<file path="src/rtl/rc6_pkg.sv">
// -----------------------------------------------------------------------------
// rc6_pkg
// Shared constants and helpers for the RC6-32/20/b key schedule and datapath.
//   RC6_W / RC6_R / RC6_T : word width, round count, round-key table size
//   RC6_P32 / RC6_Q32     : magic constants used to seed the key table
//   ST_*                  : state encodings for the key-schedule FSM
//   rc6_init_word()       : P32 + idx*Q32, the seed value of S[idx]
//   rc6_rol3()            : fixed rotate-left by 3 (pure wiring)
// -----------------------------------------------------------------------------
package rc6_pkg;

  localparam int RC6_W = 32;
  localparam int RC6_R = 20;
  localparam int RC6_T = 2 * RC6_R + 4;

  localparam logic [RC6_W-1:0] RC6_P32 = 32'hB7E1_5163;
  localparam logic [RC6_W-1:0] RC6_Q32 = 32'h9E37_79B9;

  // Every mixing pass visits 3*max(T, c) words; c is at most 8, so T dominates.
  localparam int RC6_MIX_STEPS = 3 * RC6_T;

  localparam logic [1:0] ST_IDLE = 2'd0;
  localparam logic [1:0] ST_INIT = 2'd1;
  localparam logic [1:0] ST_MIX  = 2'd2;
  localparam logic [1:0] ST_DONE = 2'd3;

  typedef enum logic [1:0] {
    IDLE = ST_IDLE,
    INIT = ST_INIT,
    MIX  = ST_MIX,
    DONE = ST_DONE
  } ks_state_e;

  function automatic logic [RC6_W-1:0] rc6_init_word(input int idx);
    return RC6_P32 + RC6_Q32 * RC6_W'(idx);
  endfunction

  function automatic logic [RC6_W-1:0] rc6_rol3(input logic [RC6_W-1:0] x);
    return {x[RC6_W-4:0], x[RC6_W-1:RC6_W-3]};
  endfunction

endpackage

</file>
<file path="src/rtl/rc6_rol.sv">
// -----------------------------------------------------------------------------
// rc6_rol
// Combinational 32-bit rotate-left by a variable amount.
//   din  : word to rotate
//   amt  : rotate amount, 0..31
//   dout : din rotated left by amt
// -----------------------------------------------------------------------------
module rc6_rol
  import rc6_pkg::*;
(
  input  logic [RC6_W-1:0] din,
  input  logic [4:0]       amt,
  output logic [RC6_W-1:0] dout
);

  // A right shift by 32 (amt = 0) yields zero, so the OR leaves din intact.
  assign dout = (din << amt) | (din >> (6'd32 - {1'b0, amt}));

endmodule

</file>
<file path="src/rtl/rc6_keysched.sv">
// -----------------------------------------------------------------------------
// rc6_keysched
// RC6-32/20/b key expansion: turns a user key into the 44-word round-key table
// S[0..43], one mixing step per clock, and holds the table until the next load.
//
// Parameters
//   KEY_BYTES    : user-key length in bytes (16, 24 or 32)
// Ports
//   i_clk        : clock
//   i_rst        : synchronous reset, active-high (wins over i_key_en)
//   i_key        : user key, byte k at i_key[8k+7:8k]
//   i_key_en     : 1-cycle start strobe, i_key sampled on the same edge
//   o_keyex      : key table, S[i] = o_keyex[32*(44-i)-1 -: 32]
//   o_keyex_vld  : high while o_keyex holds a complete table
//   o_busy       : high from the edge after start until the table is complete
//   o_done       : 1-cycle pulse when o_keyex_vld first rises
//
// Configuration
//   RC6_KEYSCHED_FAST_INIT_EN : when defined, the whole S table is seeded with
//   P32+i*Q32 on the start edge and INIT is skipped (133-edge latency instead
//   of 177, at the cost of 44 parallel constant loads).
// -----------------------------------------------------------------------------
module rc6_keysched
  import rc6_pkg::*;
#(
  parameter int KEY_BYTES = 16
) (
  input  logic                     i_clk,
  input  logic                     i_rst,
  input  logic [8*KEY_BYTES-1:0]   i_key,
  input  logic                     i_key_en,
  output logic [RC6_W*RC6_T-1:0]   o_keyex,
  output logic                     o_keyex_vld,
  output logic                     o_busy,
  output logic                     o_done
);

  localparam int C = KEY_BYTES / 4;

  generate
    if (KEY_BYTES != 16 && KEY_BYTES != 24 && KEY_BYTES != 32) begin : g_bad_key_bytes
      $error("rc6_keysched: KEY_BYTES must be 16, 24 or 32");
    end
  endgenerate

  ks_state_e        state;
  logic [RC6_W-1:0] s [RC6_T];
  logic [RC6_W-1:0] l [8];
  logic [RC6_W-1:0] a;
  logic [RC6_W-1:0] b;
  logic [5:0]       i;
  logic [2:0]       j;
  logic [7:0]       k;
  logic             vld;
  logic             busy;
  logic             done;
`ifndef RC6_KEYSCHED_FAST_INIT_EN
  logic [RC6_W-1:0] init_word;   // running P32 + i*Q32
`endif

  // One mixing step, fully combinational from the current registers.
  logic [RC6_W-1:0] a_new;
  logic [RC6_W-1:0] ab_sum;
  logic [RC6_W-1:0] lb_sum;
  logic [RC6_W-1:0] b_new;

  always_comb begin
    // NOTE: combinational logic uses blocking '=' so later lines see earlier
    // results within the same evaluation; clocked state below uses '<='.
    a_new  = rc6_rol3(s[i] + a + b);
    ab_sum = a_new + b;
    lb_sum = l[j] + ab_sum;
  end

  rc6_rol u_rol_b (
    .din  (lb_sum),
    .amt  (ab_sum[4:0]),
    .dout (b_new)
  );

  always_ff @(posedge i_clk) begin
    if (i_rst) begin
      // NOTE: S and L are plain flop arrays, so they can be (and are) cleared
      // on reset; a RAM-mapped array could not be cleared this way.
      for (int n = 0; n < RC6_T; n++) s[n] <= '0;
      for (int n = 0; n < 8; n++)     l[n] <= '0;
      state <= IDLE;
      a     <= '0;
      b     <= '0;
      i     <= '0;
      j     <= '0;
      k     <= '0;
      vld   <= 1'b0;
      busy  <= 1'b0;
      done  <= 1'b0;
`ifndef RC6_KEYSCHED_FAST_INIT_EN
      init_word <= '0;
`endif
    end else begin
      done <= 1'b0;
      case (state)
        IDLE, DONE: begin
          if (i_key_en) begin
            for (int n = 0; n < C; n++) l[n] <= i_key[RC6_W*n +: RC6_W];
            for (int n = C; n < 8; n++) l[n] <= '0;
            a    <= '0;
            b    <= '0;
            i    <= '0;
            j    <= '0;
            k    <= '0;
            vld  <= 1'b0;
            busy <= 1'b1;
`ifdef RC6_KEYSCHED_FAST_INIT_EN
            for (int n = 0; n < RC6_T; n++) s[n] <= rc6_init_word(n);
            state <= MIX;
`else
            init_word <= RC6_P32;
            state     <= INIT;
`endif
          end
        end

`ifndef RC6_KEYSCHED_FAST_INIT_EN
        INIT: begin
          s[i]      <= init_word;
          init_word <= init_word + RC6_Q32;
          if (i == 6'(RC6_T - 1)) begin
            i     <= '0;
            state <= MIX;
          end else begin
            i <= i + 6'd1;
          end
        end
`endif

        MIX: begin
          s[i] <= a_new;
          l[j] <= b_new;
          a    <= a_new;
          b    <= b_new;
          i    <= (i == 6'(RC6_T - 1)) ? 6'd0 : i + 6'd1;
          j    <= (j == 3'(C - 1))     ? 3'd0 : j + 3'd1;
          k    <= k + 8'd1;
          if (k == 8'(RC6_MIX_STEPS - 1)) begin
            vld   <= 1'b1;
            done  <= 1'b1;
            busy  <= 1'b0;
            state <= DONE;
          end
        end

        default: state <= IDLE;
      endcase
    end
  end

  always_comb begin
    // NOTE: every always_comb output gets a default first so no path can
    // leave it unassigned and infer a latch.
    o_keyex = '0;
    for (int n = 0; n < RC6_T; n++) o_keyex[RC6_W*(RC6_T-n)-1 -: RC6_W] = s[n];
  end

  assign o_keyex_vld = vld;
  assign o_busy      = busy;
  assign o_done      = done;

endmodule

</file>
<file path="config.mk">
export PLATFORM = sky130hd
export DESIGN_NAME = rc6_keysched
export DESIGN_NICKNAME = d
export VERILOG_FILES = /design/src/rtl/rc6_pkg.sv /design/src/rtl/rc6_rol.sv /design/src/rtl/rc6_keysched.sv
export SDC_FILE = /design/constraint.sdc
export NUM_CORES = 2
export LEC_CHECK = 0
export CAP_MARGIN = 20
export CELL_PAD_IN_SITES_DETAIL_PLACEMENT = 1
export CELL_PAD_IN_SITES_GLOBAL_PLACEMENT = 1
export CORE_AREA = 2 2 601 603
export DETAILED_ROUTE_END_ITERATION = 10
export DIE_AREA = 0 0 603 605
export GPL_ROUTABILITY_DRIVEN = 0
export PLACE_DENSITY_LB_ADDON = 0.15
export SLEW_MARGIN = 20
export SYNTH_ARGS = -nofsm -noshare
export SYNTH_HDL_FRONTEND = slang
export SYNTH_HIERARCHICAL = 1
export SYNTH_SLANG_ARGS = --single-unit
</file>
<file path="constraint.sdc">
create_clock -name i_clk -period 22.6 [get_ports i_clk]
set_clock_uncertainty 0.2 [all_clocks]
set_input_delay 4.52 -clock i_clk [delete_from_list [all_inputs] [get_ports i_clk]]
set_output_delay 4.52 -clock i_clk [all_outputs]
set_load 0.02 [all_outputs]
</file>
# Word-level counts from Yosys, hierarchy flattened
# Memory sizes are Yosys's and may differ from the RTL's. A register that Yosys moved wholly into a read port is not among the register bits.
# Index checks and enable logic that the tools add are counted.
[classes]
n_addsub = 9
n_eq_ne = 9
shift = 2
muxes = 55
n_bitwise = 11
reduce_logical = 12
[op_table]
columns = ["op", "count"]
rows = [
  ["$mux 32", 13],
  ["$pmux 32 s2", 3],
  ["$add 32x32->32", 4],
  ["$reduce_or 32->1", 2],
  ["$add 32x32->32 const B", 1],
  ["$or 32x32->32", 1],
  ["$shl 32x5->32", 1],
  ["$shr 32x6->32", 1],
  ["$mux 6", 5],
  ["$mux 1", 19],
  ["$pmux 8 s2", 1],
  ["$mux 3", 5],
  ["$pmux 6 s2", 1],
  ["$or 1x1->1", 9],
  ["$add 8x1->8 const B", 1],
  ["$eq 8x8->1 const B", 1],
  ["$mux 8", 1],
  ["$add 6x1->6 const B", 1],
  ["$eq 6x6->1 const B", 1],
  ["$mux 2", 3],
  ["$ne 2x2->1 const B", 3],
  ["$pmux 2 s3", 1],
  ["$pmux 3 s2", 1],
  ["$reduce_and 3->1", 2],
  ["11 further kinds", 17],
]
[totals]
reg_bits = 118
mem_bits_rw = 1664
output_inout_bits = 1411
elab_cells = 110
memories = 2
[memory_table]
columns = ["memory", "depth", "word_bits", "rd", "rd_ports_with_merged_regs", "write_ports", "line", "rtl"]
rows = [
  ["s", 44, 32, 45, 1, 44, "rc6_keysched.sv:47", "logic [RC6_W-1:0] s [RC6_T];"],
  ["l", 8, 32, 1, 1, 8, "rc6_keysched.sv:48", "logic [RC6_W-1:0] l [8];"],
]

# Longest topological paths before layout
[depth]
word_depth = 7
ltp_mapped = 49
mapped_depth_nobuf = 43

# Cells and area by module
# The synthesis kept the hierarchy.
[modules_own_cells]
columns = ["module", "n_inst", "cells_per_inst", "area_each_um2", "seq_area_each_um2"]
rows = [
  ["rc6_keysched", 1, 6994, 107267.9, 71728.8],
  ["rc6_rol", 1, 410, 3779.9, 0.0],
]

# Worst setup path after synthesis
# Ideal clock, no wire load.
[synth_timing]
kind = "reg-to-reg"
from = "register with a tool-made name"
to = "memory l[4][8], data pin"
arrival_time_ns = 10.482
slack_ns = 11.663
path_stages_with_launch = 42
n_path_buf = 6
path_cell_list = "dfxtp_1 > buf_6 > buf_8 > buf_2 > clkbuf_1 > buf_1 > mux4_2 > mux4_2 > mux4_2 > fa_1 > ha_1 > fa_1 > a21oi_1 > o21ai_0 > a21o_1 > o211ai_1 > nand3_1 > a221oi_1 > (+6 left out) > a31oi_1 > o21ai_0 > xor2_1 > ha_1 > a211oi_1 > o21bai_1 > a2111oi_0 > o21a_1 > a21boi_0 > o21bai_1 > a21oi_1 > xnor2_1 > mux4_2 > mux2_2 > a32o_1 > a211o_1 > clkbuf_1 > and2_1"
[synth_lines]
columns = ["item", "line"]
rows = [
  ["end: declaration", "rc6_keysched.sv:48"],
]

==> results.sh <==
export IMPL_outcome="finished, final reports clean"
export IMPL_synth_edf_count=2304
export IMPL_detail_route_wl_per_cell_microns=44.78
export IMPL_place_inst=13320
export IMPL_vias_in_the_first_global_route=78390
export IMPL_top_level_ports=1542
export IMPL_h_tree_depth=5
export IMPL_holdPathEnd="o_busy"
export IMPL_cp_buffers_inverters=4
export IMPL_synthesis_instances=7404
export IMPL_cp_start_kind="flop"
export IMPL_routed_via_count=81910
export IMPL_initial_utilization=0.3101
export IMPL_grt_pass1_wl_microns=803100
export IMPL_critical_path_required_ns=23.13
export IMPL_drt_initial_drc_count=11870
export IMPL_final_instance_count_excl_fill=13930
export IMPL_area_delta_synth_final_pct=27.76
export IMPL_timing_critical_path_slowest_cell_delay_ns=0.82
export IMPL_cts_clock_pin_slew_for_the_worst_setup_and_hold_paths_ns=0.06
export IMPL_worst_path_max_delay_cell="o211ai_1"
export IMPL_worst_ep_arrival_ns=15.03
export IMPL_netlist_top_cells_area="edfxtp_1, mux4_2, nor2_1"
export IMPL_synthesis_area_per_instance_sq_um=15.00
export IMPL_timing_reg2reg_setup_slack_ns=8.10
export IMPL_period_minus_slack_ns=14.50
export IMPL_synth_cells_most_frequent="edfxtp_1, nor2_1, mux4_2"
export IMPL_hpwlAfterDp_microns=461600
export IMPL_chipWidth_microns=603
export IMPL_grt_max_degree=83
export IMPL_post_route_cells_drive_above_1_share=0.1842
export IMPL_peakVddDrop_mv=0.3206
export IMPL_timing_critical_path_to_type="flop"
export IMPL_power_per_cell_area_nw_per_um2=160.4
export IMPL_r2r_worst_path_cells=42
export IMPL_synth_top_area_share=0.6230
export IMPL_clk_path_buf_depth=4
export IMPL_pre_cts_ws_ns=8.154
export IMPL_remaining_routing_drc_violations=0
export IMPL_setup_viol=0
export IMPL_cts_hold_buffers_added=0
export IMPL_ys_flop_type="edfxtp_1"
export IMPL_setup_slack_ns=8.104
export IMPL_grtUsageTotal=0.3331
export IMPL_design_area_sq_um=141900
export IMPL_detail_route_antenna_nets=0
export IMPL_placed_inst_area_sq_um=132600
export IMPL_post_route_util=0.3962
export IMPL_rsz0062_at_grt="no"
export IMPL_clock_root_buffer="clkbuf_16"
export IMPL_async_flop_share=0
export IMPL_core_rows=220
export IMPL_post_drt_via_cell_ratio=5.879
export IMPL_place_port_buffers=1541
export IMPL_grt_antenna_before_repair=163
export IMPL_worst_setup_path_type="flop to flop"
export IMPL_post_cts_setup_buffers=0
export IMPL_number_of_register_bits_inferred_by_synthesis=2431
export IMPL_dieArea_sq_um=364800
export IMPL_globalRouteOverflowTotal=0
export IMPL_post_route_period_util=0.6414
export IMPL_synth_most_common_cell="edfxtp_1"
export IMPL_hold_path_startpoint="o_busy"
export IMPL_layout_nets=9101
export IMPL_postSynthNetCount=7669
export IMPL_post_synth_num_cell_types=87
export IMPL_cts_repair_resize_count=0
export IMPL_maxCapViolCount=0
export IMPL_cts_sinks=2431
export IMPL_power_static_leakage_nw=47.76
export IMPL_finalHoldWorstSlack_ns=0.2845
export IMPL_netlist_top_cell_by_area="edfxtp_1"
export IMPL_dr_pass1_iters=8
export IMPL_synth_yosys_seq_area_share=0.6459
export IMPL_final_hold_viol_count=0
export IMPL_cts_buffers_inserted=290
export IMPL_die_y_microns=605
export IMPL_min_path_cells=2
export IMPL_tritoncts_clock_tree="built"
export IMPL_crit_path_max_fanout=67
export IMPL_finalMaxSlewViolations=0
export IMPL_worst_pin_slew_ns=1.239
export IMPL_worst_skew_pair_late_latency_ns=0.94
export IMPL_setup_total_negative_slack_ns=0
export IMPL_crit_family="compound AO/OA/AOI/OAI gates"
export IMPL_timing_max_slew_rel_slack=0.1737
export IMPL_fmaxAchievable_mhz=68.99
export IMPL_tot_pwr_mw=22.76
export IMPL_routed_wl_microns=623900
export IMPL_worst_r2r_endpoint="l[0][9]"
export IMPL_synth_warning_count=6
export IMPL_min_delay_path_class="flop to flop"
export IMPL_core_sq_um=358100
export IMPL_synth_cell_area_sq_um=111000
==> flip-flops by register name, indices dropped and copies added (netlist names), named ones only <==
name / count
s: 2048
l: 256
a: 32
b: 32
init_word: 32
k: 8
i: 6
j: 3
state: 2
o_busy: 1
o_done: 1
o_keyex_vld: 1
==> cell families (layout without fill, tap and decap cells) <==
logic type                 Yosys count  in the layout  synth area share
and+or+nand+nor                   2505           2505           0.09309
AOI/OAI and AO/OA                  561            561           0.03306
buffers and inverters              704           2362           0.02551
adders and majority gates          134            134           0.01740
muxes                              954            954            0.1758
xor gates and xnor gates           115            115          0.009262
other                                0             98                 0
DFF                               2431           2431            0.6459
==> layout by cell type (no fill, tap or decap), types with 15 or more instances in the layout <==
cell type,netlist,routed
buf_4,6,215
a211oi_1,17,17
mux2i_1,99,72
o21a_1,18,16
edfxtp_1,2304,2304
nand2_2,1,83
mux2i_4,1,28
a22oi_1,66,66
clkdlybuf4s50_1,0,1540
clkinv_1,0,49
inv_1,80,78
xor2_1,38,38
bufinv_16,0,16
a21o_1,47,47
ha_1,100,99
mux2_2,67,67
o211ai_1,22,22
clkinv_2,0,41
nor2_4,1,15
nand3_1,108,108
fa_1,34,34
dfxtp_1,127,119
nand2b_1,22,22
xnor2_1,75,73
nor2b_1,20,20
nand4_1,16,16
clkbuf_16,0,296
and2_1,138,135
o21ai_0,144,140
and3_1,19,17
diode_2,0,98
nor2_1,1604,1588
nand2_1,483,398
nor3_1,33,25
mux4_2,777,777
clkbuf_1,500,76
a21oi_1,116,113
==> worst reg2reg max path, delay by kind of cell (launching register included) <==
family                   cells  cell delay [ns]
buffers and inverters        4             2.46
AO/OA/AOI/OAI               19             5.29
adder cells (fa/ha/maj)      4             1.39
AND/OR/NAND/NOR              7             0.99
XOR/XNOR                     1             0.45
flip-flops                   1             0.74
multiplexers                 7             2.81
==> final cells by class <==
type | count | area, sq um
tap | 4773 | 5972
fill | 36300 | 216200
multi-input combinational | 4269 | 37350
clock buffer | 382 | 7830
clock inverter | 136 | 1231
inverter | 80 | 302.8
timing repair buffer | 1764 | 17200
sequential | 2431 | 71750
antenna | 98 | 245.2
==> worst max path at each step <==
stage,start,end,slack [ns],cells after the start
3_5_place_dp,flop,l[3][16],8.15,41
2_1_floorplan,flop,l[4][8],11.66,41
4_1_cts,flop,l[3][20],8.11,41
3_3_place_gp,flop,b[20],8.30,41
5_1_grt,flop,l[3][23],7.13,42
6_report,flop,l[0][9],8.10,42
==> per-layer routing <==
layer	routed length, microns	share of wire	GRT usage
met1	235200	0.38	0.4194
met2	283900	0.46	0.5148
met3	66480	0.11	0.1018
met4	37940	0.061	0.1774
met5	352	0.00056	0
==> power breakdown <==
| group | leakage (nW) | switching, mW | internal (mW) | total (mW) |
|---|---|---|---|---|
| logic | 19.1 | 8.40 | 4.00 | 12.4 |
| registers | 24.2 | 0.283 | 5.43 | 5.71 |
| clock network | 4.41 | 2.02 | 2.63 | 4.65 |
| total | 47.8 | 10.7 | 12.1 | 22.8 |
Note: power is estimated with default switching activity, not from simulation.
